`src/rtl/seg_pkg.sv`:
```
// Shared types and constants for the seven-segment scan controller.
package seg_pkg;

  typedef enum logic {
    BLANK = 1'b0,
    ON    = 1'b1
  } scan_state_t;

  localparam logic [6:0] SEG_OFF = 7'h7F;

  localparam int unsigned MAX_DIGITS = 8;

  // Active-low {g,f,e,d,c,b,a} patterns; entry 0 is the least significant slice.
  localparam logic [15:0][6:0] HEX_SEG = {
    7'h0E, 7'h06, 7'h21, 7'h46, 7'h03, 7'h08, 7'h10, 7'h00,
    7'h78, 7'h02, 7'h12, 7'h19, 7'h30, 7'h24, 7'h79, 7'h40
  };

endpackage

```
`src/rtl/hex_to_seg.sv`:
```
// Combinational hex nibble to active-low seven-segment pattern.
module hex_to_seg
  import seg_pkg::*;
(
  input  logic [3:0] nib,
  output logic [6:0] seg
);

  // Straight table lookup.
  always_comb begin
    seg = HEX_SEG[nib];
  end

endmodule

```
`src/rtl/seven_seg_scan_ctrl.sv`:
```
// Time-multiplexed 7-segment scan controller with blanking and
// frame-synchronous double-buffered display data.
module seven_seg_scan_ctrl
  import seg_pkg::*;
#(
  parameter int unsigned REFRESH_DIV  = 100_000,
  parameter int unsigned BLANK_CYCLES = 1_000,
  parameter int unsigned NUM_DIGITS   = 8
) (
  input  logic                    clk,
  input  logic                    rst,
  input  logic                    load_i,
  input  logic [4*NUM_DIGITS-1:0] digits_i,
  input  logic [NUM_DIGITS-1:0]   dp_i,
  input  logic [NUM_DIGITS-1:0]   en_i,
  output logic [2:0]              sel_o,
  output logic                    digit_on_o,
  output logic [6:0]              seg_n_o,
  output logic                    dp_n_o,
  output logic                    frame_done_o
);

  localparam int unsigned CW = $clog2(REFRESH_DIV);

  if (REFRESH_DIV < 2) begin : g_bad_refresh_div
    $error("REFRESH_DIV must be >= 2");
  end
  if (BLANK_CYCLES < 1 || BLANK_CYCLES > REFRESH_DIV - 1) begin : g_bad_blank_cycles
    $error("BLANK_CYCLES must be in 1 .. REFRESH_DIV-1");
  end
  if (NUM_DIGITS < 2 || NUM_DIGITS > MAX_DIGITS) begin : g_bad_num_digits
    $error("NUM_DIGITS must be in 2 .. MAX_DIGITS");
  end

  logic [CW-1:0]             cnt;
  logic [CW-1:0]             cnt_d;
  scan_state_t               state;
  scan_state_t               state_d;
  logic [2:0]                sel_d;
  logic                      cnt_wrap;
  logic                      last_sel;
  logic                      boundary;

  logic [4*NUM_DIGITS-1:0]   stg_dig;
  logic [NUM_DIGITS-1:0]     stg_dp;
  logic [NUM_DIGITS-1:0]     stg_en;
  logic [4*NUM_DIGITS-1:0]   shd_dig;
  logic [NUM_DIGITS-1:0]     shd_dp;
  logic [NUM_DIGITS-1:0]     shd_en;
  logic [4*NUM_DIGITS-1:0]   shd_dig_d;
  logic [NUM_DIGITS-1:0]     shd_dp_d;
  logic [NUM_DIGITS-1:0]     shd_en_d;

  logic [3:0]                nib;
  logic [6:0]                hex_seg;

  // Next-cycle slot counter, digit index, state and shadow contents.
  // Outputs are built from these next values so the registered outputs
  // line up with the registered counter/state in the same cycle.
  // Shadow is also rewritten on a load during the frame_done_o cycle: that
  // cycle is still inside digit 0's blanking, so the newest data wins
  // without tearing the visible frame.
  always_comb begin
    cnt_wrap = (cnt == CW'(REFRESH_DIV - 1));
    last_sel = (sel_o == 3'(NUM_DIGITS - 1));
    boundary = cnt_wrap && last_sel;
    cnt_d    = cnt_wrap ? '0 : cnt + 1'b1;
    sel_d    = sel_o;
    if (cnt_wrap) begin
      sel_d = last_sel ? '0 : sel_o + 3'd1;
    end
    state_d = state;
    if (state == BLANK) begin
      if (cnt == CW'(BLANK_CYCLES - 1)) state_d = ON;
    end else begin
      if (cnt_wrap) state_d = BLANK;
    end
    shd_dig_d = shd_dig;
    shd_dp_d  = shd_dp;
    shd_en_d  = shd_en;
    if (boundary) begin
      shd_dig_d = load_i ? digits_i : stg_dig;
      shd_dp_d  = load_i ? dp_i     : stg_dp;
      shd_en_d  = load_i ? en_i     : stg_en;
    end else if (frame_done_o && load_i) begin
      shd_dig_d = digits_i;
      shd_dp_d  = dp_i;
      shd_en_d  = en_i;
    end
    nib = shd_dig_d[4*sel_d +: 4];
  end

  hex_to_seg u_hex (
    .nib (nib),
    .seg (hex_seg)
  );

  // Staging captures every load; shadow follows the frame-boundary rule.
  always_ff @(posedge clk or posedge rst) begin
    if (rst) begin
      stg_dig <= '0;
      stg_dp  <= '0;
      stg_en  <= '0;
      shd_dig <= '0;
      shd_dp  <= '0;
      shd_en  <= '0;
    end else begin
      if (load_i) begin
        stg_dig <= digits_i;
        stg_dp  <= dp_i;
        stg_en  <= en_i;
      end
      shd_dig <= shd_dig_d;
      shd_dp  <= shd_dp_d;
      shd_en  <= shd_en_d;
    end
  end

  // Scan FSM with registered anode/cathode outputs.
  always_ff @(posedge clk or posedge rst) begin
    if (rst) begin
      cnt          <= '0;
      state        <= BLANK;
      sel_o        <= '0;
      digit_on_o   <= 1'b0;
      seg_n_o      <= SEG_OFF;
      dp_n_o       <= 1'b1;
      frame_done_o <= 1'b0;
    end else begin
      cnt          <= cnt_d;
      state        <= state_d;
      sel_o        <= sel_d;
      frame_done_o <= boundary;
      if (state_d == ON) begin
        digit_on_o <= 1'b1;
        if (shd_en_d[sel_d]) begin
          seg_n_o <= hex_seg;
          dp_n_o  <= ~shd_dp_d[sel_d];
        end else begin
          seg_n_o <= SEG_OFF;
          dp_n_o  <= 1'b1;
        end
      end else begin
        digit_on_o <= 1'b0;
        seg_n_o    <= SEG_OFF;
        dp_n_o     <= 1'b1;
      end
    end
  end

endmodule

```
`config.mk`:
```
export PLATFORM = sky130hd
export DESIGN_NAME = seven_seg_scan_ctrl
export DESIGN_NICKNAME = d
export VERILOG_FILES = /design/src/rtl/seg_pkg.sv /design/src/rtl/hex_to_seg.sv /design/src/rtl/seven_seg_scan_ctrl.sv
export SDC_FILE = /design/constraint.sdc
export NUM_CORES = 1
export LEC_CHECK = 0
export CORE_MARGIN = 2
export CORE_UTILIZATION = 60
export DETAILED_ROUTE_END_ITERATION = 16
export PLACE_DENSITY = 0.83
export SETUP_SLACK_MARGIN = 0.1
export SLEW_MARGIN = 15
export SYNTH_ARGS = -nofsm -noshare
export SYNTH_HDL_FRONTEND = slang
export SYNTH_SLANG_ARGS = --single-unit
```
`constraint.sdc`:
```
create_clock -name clk -period 10.34 [get_ports clk]
set_input_delay 1.551 -clock clk [delete_from_list [all_inputs] [get_ports clk]]
set_output_delay 1.551 -clock clk [all_outputs]
set_load 0.05 [all_outputs]
```
# Word level (Yosys, flattened, before mapping)
# Memory sizes are Yosys's and may differ from the RTL's.
# Index checks and enable logic that the tools add are counted.
[word_totals]
reg_bits = 127
latchBits = 0
ramBits = 0
mem_bits_ro = 112
in_bits = 51
output_inout_bits = 13
wordCells = 50
memories = 1
[mem_list]
columns = ["memory", "words", "word_bits", "read_ports", "rd_clocked_by_memory_dff", "wr", "line_no", "rtl"]
rows = [
  ["(name not given)", 16, 7, 1, 0, 0, "hex_to_seg.sv:11", "seg = HEX_SEG[nib];"],
]
[classes]
addsub = 2
n_mul = 0
n_div = 0
n_lt_le_gt_ge = 2
eq_ne = 3
shifts = 1
muxes = 25
n_bitwise = 1
reduce_logical = 2
[ops]
columns = ["cell", "count"]
rows = [
  ["$mux 32", 3],
  ["$mux 8", 6],
  ["$shiftx 32x6->4", 1],
  ["$mux 7", 3],
  ["$add 17x1->17 const B", 1],
  ["$eq 17x10->1 const B", 1],
  ["$eq 17x17->1 const B", 1],
  ["$mux 17", 1],
  ["$mux 1", 8],
  ["$bmux 1 s3", 2],
  ["$mux 3", 2],
  ["$lt 4x5->1 const B", 1],
  ["$lt 3x4->1 const B", 1],
  ["$add 3x1->3 const B", 1],
  ["$eq 3x3->1 const B", 1],
  ["$logic_and 1x1->1", 2],
  ["$not 1->1", 1],
]

# Logic depth before layout (Yosys ltp)
[depth]
word_depth = 8
depth_mapped = 17
ltp_nobuf = 15

# Cells and area by module
# Synthesis repeated with hierarchy kept, for this count alone.
[hier_totals]
cells_unflattened = 642
hier_area_um2 = 6563.8
[by_module_without_submodules]
columns = ["mod", "instances", "cells_each", "area_per_inst_um2", "seq_area_each_um2"]
rows = [
  ["seven_seg_scan_ctrl", 1, 610, 6288.5, 3163.0],
  ["hex_to_seg", 1, 32, 275.3, 0.0],
]

# Worst setup path before layout
# No wires, ideal clock.
[synth_timing]
path_type = "in2reg"
from = "in load_i"
to = "reg seg_n_o[5]"
setup_time_ps = 93
arrival_ps = 3962
required_time_ps = 10247
path_slack_ps = 6285
cell_stages = 15
n_path_buf = 4
cell_sequence = "buf_6 buf_4 buf_4 buf_4 mux2i_1 mux4_2 nand2_1 a21oi_1 o21ai_0 o31a_1 inv_1 ha_1 mux2_1 nand2_1 o211ai_1"
[synth_via]
elab_chain_len = 8
elab_cells_between_ends = 14
cone_classes = "shift (1); mux (11); reduce/logical (1); memory (1)"
[synth_rtl]
columns = ["element", "line_no", "rtl"]
rows = [
  ["from (decl)", "seven_seg_scan_ctrl.sv:12", "input logic load_i,"],
  ["$logic_and 1x1->1", "seven_seg_scan_ctrl.sv:85", "end else if (frame_done_o && load_i) begin"],
  ["$mux 32", "seven_seg_scan_ctrl.sv:85", ""],
  ["$mux 32", "seven_seg_scan_ctrl.sv:81", "if (boundary) begin"],
  ["$shiftx 32x6->4", "seven_seg_scan_ctrl.sv:90", "nib = shd_dig_d[4*sel_d +: 4];"],
  ["$mem_v2 16x7", "n/a", ""],
  ["$mux 7 (not written as such)", "hex_to_seg.sv:11", ""],
  ["$mux 7 (*)", "seven_seg_scan_ctrl.sv:136", "if (shd_en_d[sel_d]) begin"],
  ["$mux 7 (*)", "seven_seg_scan_ctrl.sv:134", "if (state_d == ON) begin"],
  ["to (signal assigned)", "seven_seg_scan_ctrl.sv:137", "seg_n_o <= hex_seg;"],
  ["to (decl)", "seven_seg_scan_ctrl.sv:18", "output logic [6:0] seg_n_o,"],
]
# Every way passes the cells marked *; elsewhere a longest branch is shown, timed or not. The select of a mux whose other input is x is not followed.

# Worst setup path after layout
# Ends and elaborated chain as after synthesis.

==> results_tabular.tex <==
\begin{tabular}{lr}
\hline
Metric & Value \\
\hline
\multicolumn{2}{l}{\textbf{Clock tree}} \\
Clock transition time at the flip-flop clock pins of the worst setup and hold paths & 0.05 ns \\
Hold-fix buffers at CTS & 0 \\
Count of cells resized by post-cts repair & 0 \\
Clock root buffer master & sky130\_fd\_sc\_hd\_\_clkbuf\_16 \\
Buffer depth of the longest clock path & 2 \\
Number of clock buffers inserted by TritonCTS & 17 \\
Number of setup buffers added after CTS & 0 \\
Total clock sinks & 126 \\
Worst-skew pair later-pin latency & about 0.41 ns \\
CTS tree & yes \\
CTS H-Tree Depth & 4 \\
\multicolumn{2}{l}{\textbf{Hold path}} \\
Worst min-delay path category & reg -> reg \\
Number of stages on the worst hold path & 1 \\
Startpoint of the lowest-slack hold path & cnt[0] \\
Hold worst-path end & cnt[0] \\
\multicolumn{2}{l}{\textbf{Global routing}} \\
Global-route wire length before repair & around 27 mm \\
Maximum number of pins on one net before global-route repair & 83 \\
Number of antenna violations at the first check in global routing & 0 \\
Gr usage total & 0.288 \\
Residual overflow from global routing & 0 \\
Vias in the first global route & between 5k and 6k \\
\multicolumn{2}{l}{\textbf{Detailed routing}} \\
DR iter-0 viols & 400 \\
Total number of vias & 5205 \\
Antenna-violating nets left & 0 \\
Initial DRT Pass Iterations & 5 \\
Total wire length after detailed routing & between 15 and 20 mm \\
Mean number of vias per cell & just over 6 \\
Final routed wire length divided by cell count & around 19 um \\
DRC Markers & 0 \\
\multicolumn{2}{l}{\textbf{Finish}} \\
Most used cells in the layout excluding fill and tap cells & sky130\_fd\_sc\_hd\_\_dfrtp\_1, sky130\_fd\_sc\_hd\_\_nand2\_1, sky130\_fd\_sc\_hd\_\_clkdlybuf4s50\_1 \\
Post-route cell area & around 7900 um\^{}2 \\
Area overhead of the layout relative to synthesis & 17.0\% \\
Total Nets Final & 746 \\
Number of filler cells placed in the layout & about 780 \\
Final antenna diode count & 0 \\
Sequential standard cell area & about 3200 um\^{}2 \\
Combined area of the multi-input logic cells & $\sim$3200 um\^{}2 \\
Most common library cell in the layout ignoring fill and taps & sky130\_fd\_sc\_hd\_\_dfrtp\_1 \\
Fraction of layout cells with a size suffix above 1 & 0.166 \\
\multicolumn{2}{l}{\textbf{Logic synthesis}} \\
Number of instances in the synthesized netlist & 638 \\
Distinct cell type count after synthesis & 69 \\
Syn\_area\_per\_cell & approximately 11 um\^{}2 \\
Sequential element share of the synthesized area & 0.468 \\
Syn Std Cell Area & just under 7000 um\^{}2 \\
Top FF cell, synth & sky130\_fd\_sc\_hd\_\_dfrtp\_1 \\
Post-synthesis register bit count & around 130 \\
Count of flip-flops with a built-in enable after synthesis & 0 \\
FFs w/ async S/R, synth & 1.00 \\
Count of yosys warnings during synthesis & 0 \\
Number of nets in the synthesized netlist & about 700 \\
\multicolumn{2}{l}{\textbf{Timing}} \\
Worst max-slew margin expressed relative to the limit & 0.312 \\
Post-route worst hold slack & between 0.4 and 0.5 ns \\
Total count of max-transition violations in the final report & 0 \\
Post-route fraction of the period consumed by the critical path & 0.500 \\
Slew at the pin closest to its max-slew limit & 1.03 ns \\
Fmax & 193 MHz \\
Number of endpoints failing setup at the final stage & 0 \\
Setup TNS & 0 ns \\
RSZ-0062 raised after global routing & no \\
Final Hold Vio Count & 0 \\
Final critical path time including I/O delays and setup & around 5.2 ns \\
Final worst clock skew & approximately 0.01 ns \\
\multicolumn{2}{l}{\textbf{Critical path}} \\
Critical path endpoint category & register \\
Critical path class & in -> reg \\
Slowest stage cell, crit path & sky130\_fd\_sc\_hd\_\_buf\_4 \\
Worst reg2reg setup slack & around 6.1 ns \\
Buffer and inverter count on the worst path & 4 \\
Top Family by Delay on Critical Path & buffers and inverters \\
CP peak stage delay & about 0.6 ns \\
Terminus of the critical flop-to-flop path & seg\_n\_o[5] \\
Highest net fanout along the worst path & 54 \\
Required time at the endpoint of the critical path & 10.65 ns \\
Origin of the critical flop-to-flop path & sel\_o[0] \\
List of cells traversed by the critical path & buf\_2, buf\_4, nand2\_2, buf\_4, mux2i\_1, mux4\_2, nand2\_1, a21oi\_1, o21ai\_0, o31a\_1, inv\_1, ha\_1, mux2\_1, nand2\_1, o211ai\_1 \\
FF-to-FF path depth & 14 \\
Nature of the critical path startpoint & input port \\
Worst EP arrival & around 5.5 ns \\
\multicolumn{2}{l}{\textbf{Run status}} \\
Status & finished, final reports clean \\
\multicolumn{2}{l}{\textbf{Floorplan}} \\
Die H & 110 um \\
Area of the core region & approximately 11000 um\^{}2 \\
DIE WIDTH & approximately 110 um \\
Row cnt & 38 \\
Boundary pin count & between 60 and 70 \\
Starting density of the core & 0.618 \\
Die outline area & roughly 12000 um\^{}2 \\
\multicolumn{2}{l}{\textbf{Place}} \\
RD Place Congestion & approximately 0.80 \\
Area after detailed placement & approximately 7400 um\^{}2 \\
Final HPWL from detailed placement & approximately 10 mm \\
Count of buffers from port buffering & 63 \\
\multicolumn{2}{l}{\textbf{Power}} \\
Leak pwr & between 3 and 4 nW \\
Worst ir drop on vdd & around 0.0001 V \\
Pwr Density & between 100 and 150 nW/um\^{}2 \\
\multicolumn{2}{l}{\textbf{Run}} \\
Max\_cap viols & 0 \\
\hline
\end{tabular}
==> layer usage <==
layer / track usage / part of all wire / vias up
li1: - / - / 2361
met1: 0.361 / 0.41 / 2585
met2: 0.496 / 0.50 / 215
met3: 0.0523 / 0.063 / 44
met4: 0.112 / 0.026 / 0
met5: 0 / 0 / -
==> cell type report <==
class,instances,area share
Sequential cell,126,0.400
Timing Repair Buffer,70,0.0858
Multi-Input combinational cell,440,0.409
Clock buffer,18,0.0555
Tap cell,140,0.0222
Clock inverter,12,0.0125
Inverter,31,0.0153
==> synthesized netlist by cell type, types with 4 or more instances <==
master	instances	area share
sky130_fd_sc_hd__ha_1	9	0.017
sky130_fd_sc_hd__buf_2	11	0.0081
sky130_fd_sc_hd__nand4_1	5	0.0046
sky130_fd_sc_hd__o211ai_1	7	0.0078
sky130_fd_sc_hd__a21oi_1	40	0.030
sky130_fd_sc_hd__dfstp_2	8	0.031
sky130_fd_sc_hd__nor3_1	10	0.0074
sky130_fd_sc_hd__o21ai_0	25	0.019
sky130_fd_sc_hd__clkbuf_1	12	0.0067
sky130_fd_sc_hd__or3_1	5	0.0046
sky130_fd_sc_hd__and2_1	5	0.0046
sky130_fd_sc_hd__nand2_1	70	0.039
sky130_fd_sc_hd__inv_1	27	0.015
sky130_fd_sc_hd__a211oi_1	11	0.012
sky130_fd_sc_hd__xor2_1	8	0.010
sky130_fd_sc_hd__mux4_2	10	0.033
sky130_fd_sc_hd__nand3_1	6	0.0044
sky130_fd_sc_hd__a31oi_1	8	0.0074
sky130_fd_sc_hd__mux2_2	44	0.073
sky130_fd_sc_hd__nor2_1	56	0.031
sky130_fd_sc_hd__xnor2_1	6	0.0078
sky130_fd_sc_hd__and3_1	4	0.0037
sky130_fd_sc_hd__mux2i_1	53	0.078
sky130_fd_sc_hd__buf_4	9	0.010
sky130_fd_sc_hd__buf_6	6	0.010
sky130_fd_sc_hd__dfrtp_1	118	0.44
sky130_fd_sc_hd__and4_1	5	0.0065
sky130_fd_sc_hd__a211o_1	5	0.0065
==> cells by family (layout without fill, tap and decap cells) <==
logic type,count (synthesis),count (layout),share of synthesized area
fa+ha+maj,9,9,0.0167
compound gates,122,122,0.120
xor+xnor,14,14,0.0181
mux,111,111,0.194
flops,126,126,0.468
simple gates,184,184,0.130
buf+inv,72,131,0.0540
==> worst register-to-register path, cell delays in order (launching register included) <==
cell	delay [ns]
sky130_fd_sc_hd__dfrtp_1	0.68
sky130_fd_sc_hd__ha_1	0.24
sky130_fd_sc_hd__ha_1	0.16
sky130_fd_sc_hd__clkinv_1	0.47
sky130_fd_sc_hd__nor2_2	0.24
sky130_fd_sc_hd__buf_4	0.41
sky130_fd_sc_hd__nor2_1	0.13
sky130_fd_sc_hd__a211o_1	0.29
sky130_fd_sc_hd__a31oi_1	0.24
sky130_fd_sc_hd__o31a_1	0.35
sky130_fd_sc_hd__inv_1	0.17
sky130_fd_sc_hd__ha_1	0.30
sky130_fd_sc_hd__mux2_1	0.32
sky130_fd_sc_hd__nand2_1	0.07
sky130_fd_sc_hd__o211ai_1	0.09
==> stage by stage <==
stage                     setup WS [ns]   util  power, W  cells
after global routing               4.93  0.723   0.00119    837
after detailed placement           4.84  0.674  0.000609    807
after floorplan                    5.45      -  0.000574    638
after CTS                          5.23  0.723   0.00115    837
final                              5.17  0.723   0.00115    837
after global placement             5.04  0.674  0.000604    807
==> how the worst max path moves through the flow <==
| stage | start | to | slack, ns | cells past startpoint |
|---|---|---|---|---|
| floorplan | rst | cnt[0] | 5.45 | 1 |
| global placement | load_i | seg_n_o[5] | 5.04 | 15 |
| global route | load_i | seg_n_o[5] | 4.93 | 15 |
| CTS | load_i | seg_n_o[5] | 5.23 | 15 |
| finish | load_i | seg_n_o[5] | 5.17 | 15 |
| detailed placement | load_i | seg_n_o[5] | 4.84 | 15 |
==> where the power goes <==
group	total (W)	switching, W	internal [W]
registers	0.000522	0.00000661	0.000515
logic	0.0000794	0.0000403	0.0000391
clock network	0.000544	0.000214	0.000331
==> sequential cells by signal, summed over array words and instances (netlist names) <==
signal,count
seg_n_o,7
shd_dig,32
cnt,17
frame_done_o,1
digit_on_o,1
stg_dig,32
shd_dp,8
dp_n_o,1
stg_en,8
shd_en,8
sel_o,3
stg_dp,8
No activity file was read; power rests on OpenSTA's default activity.
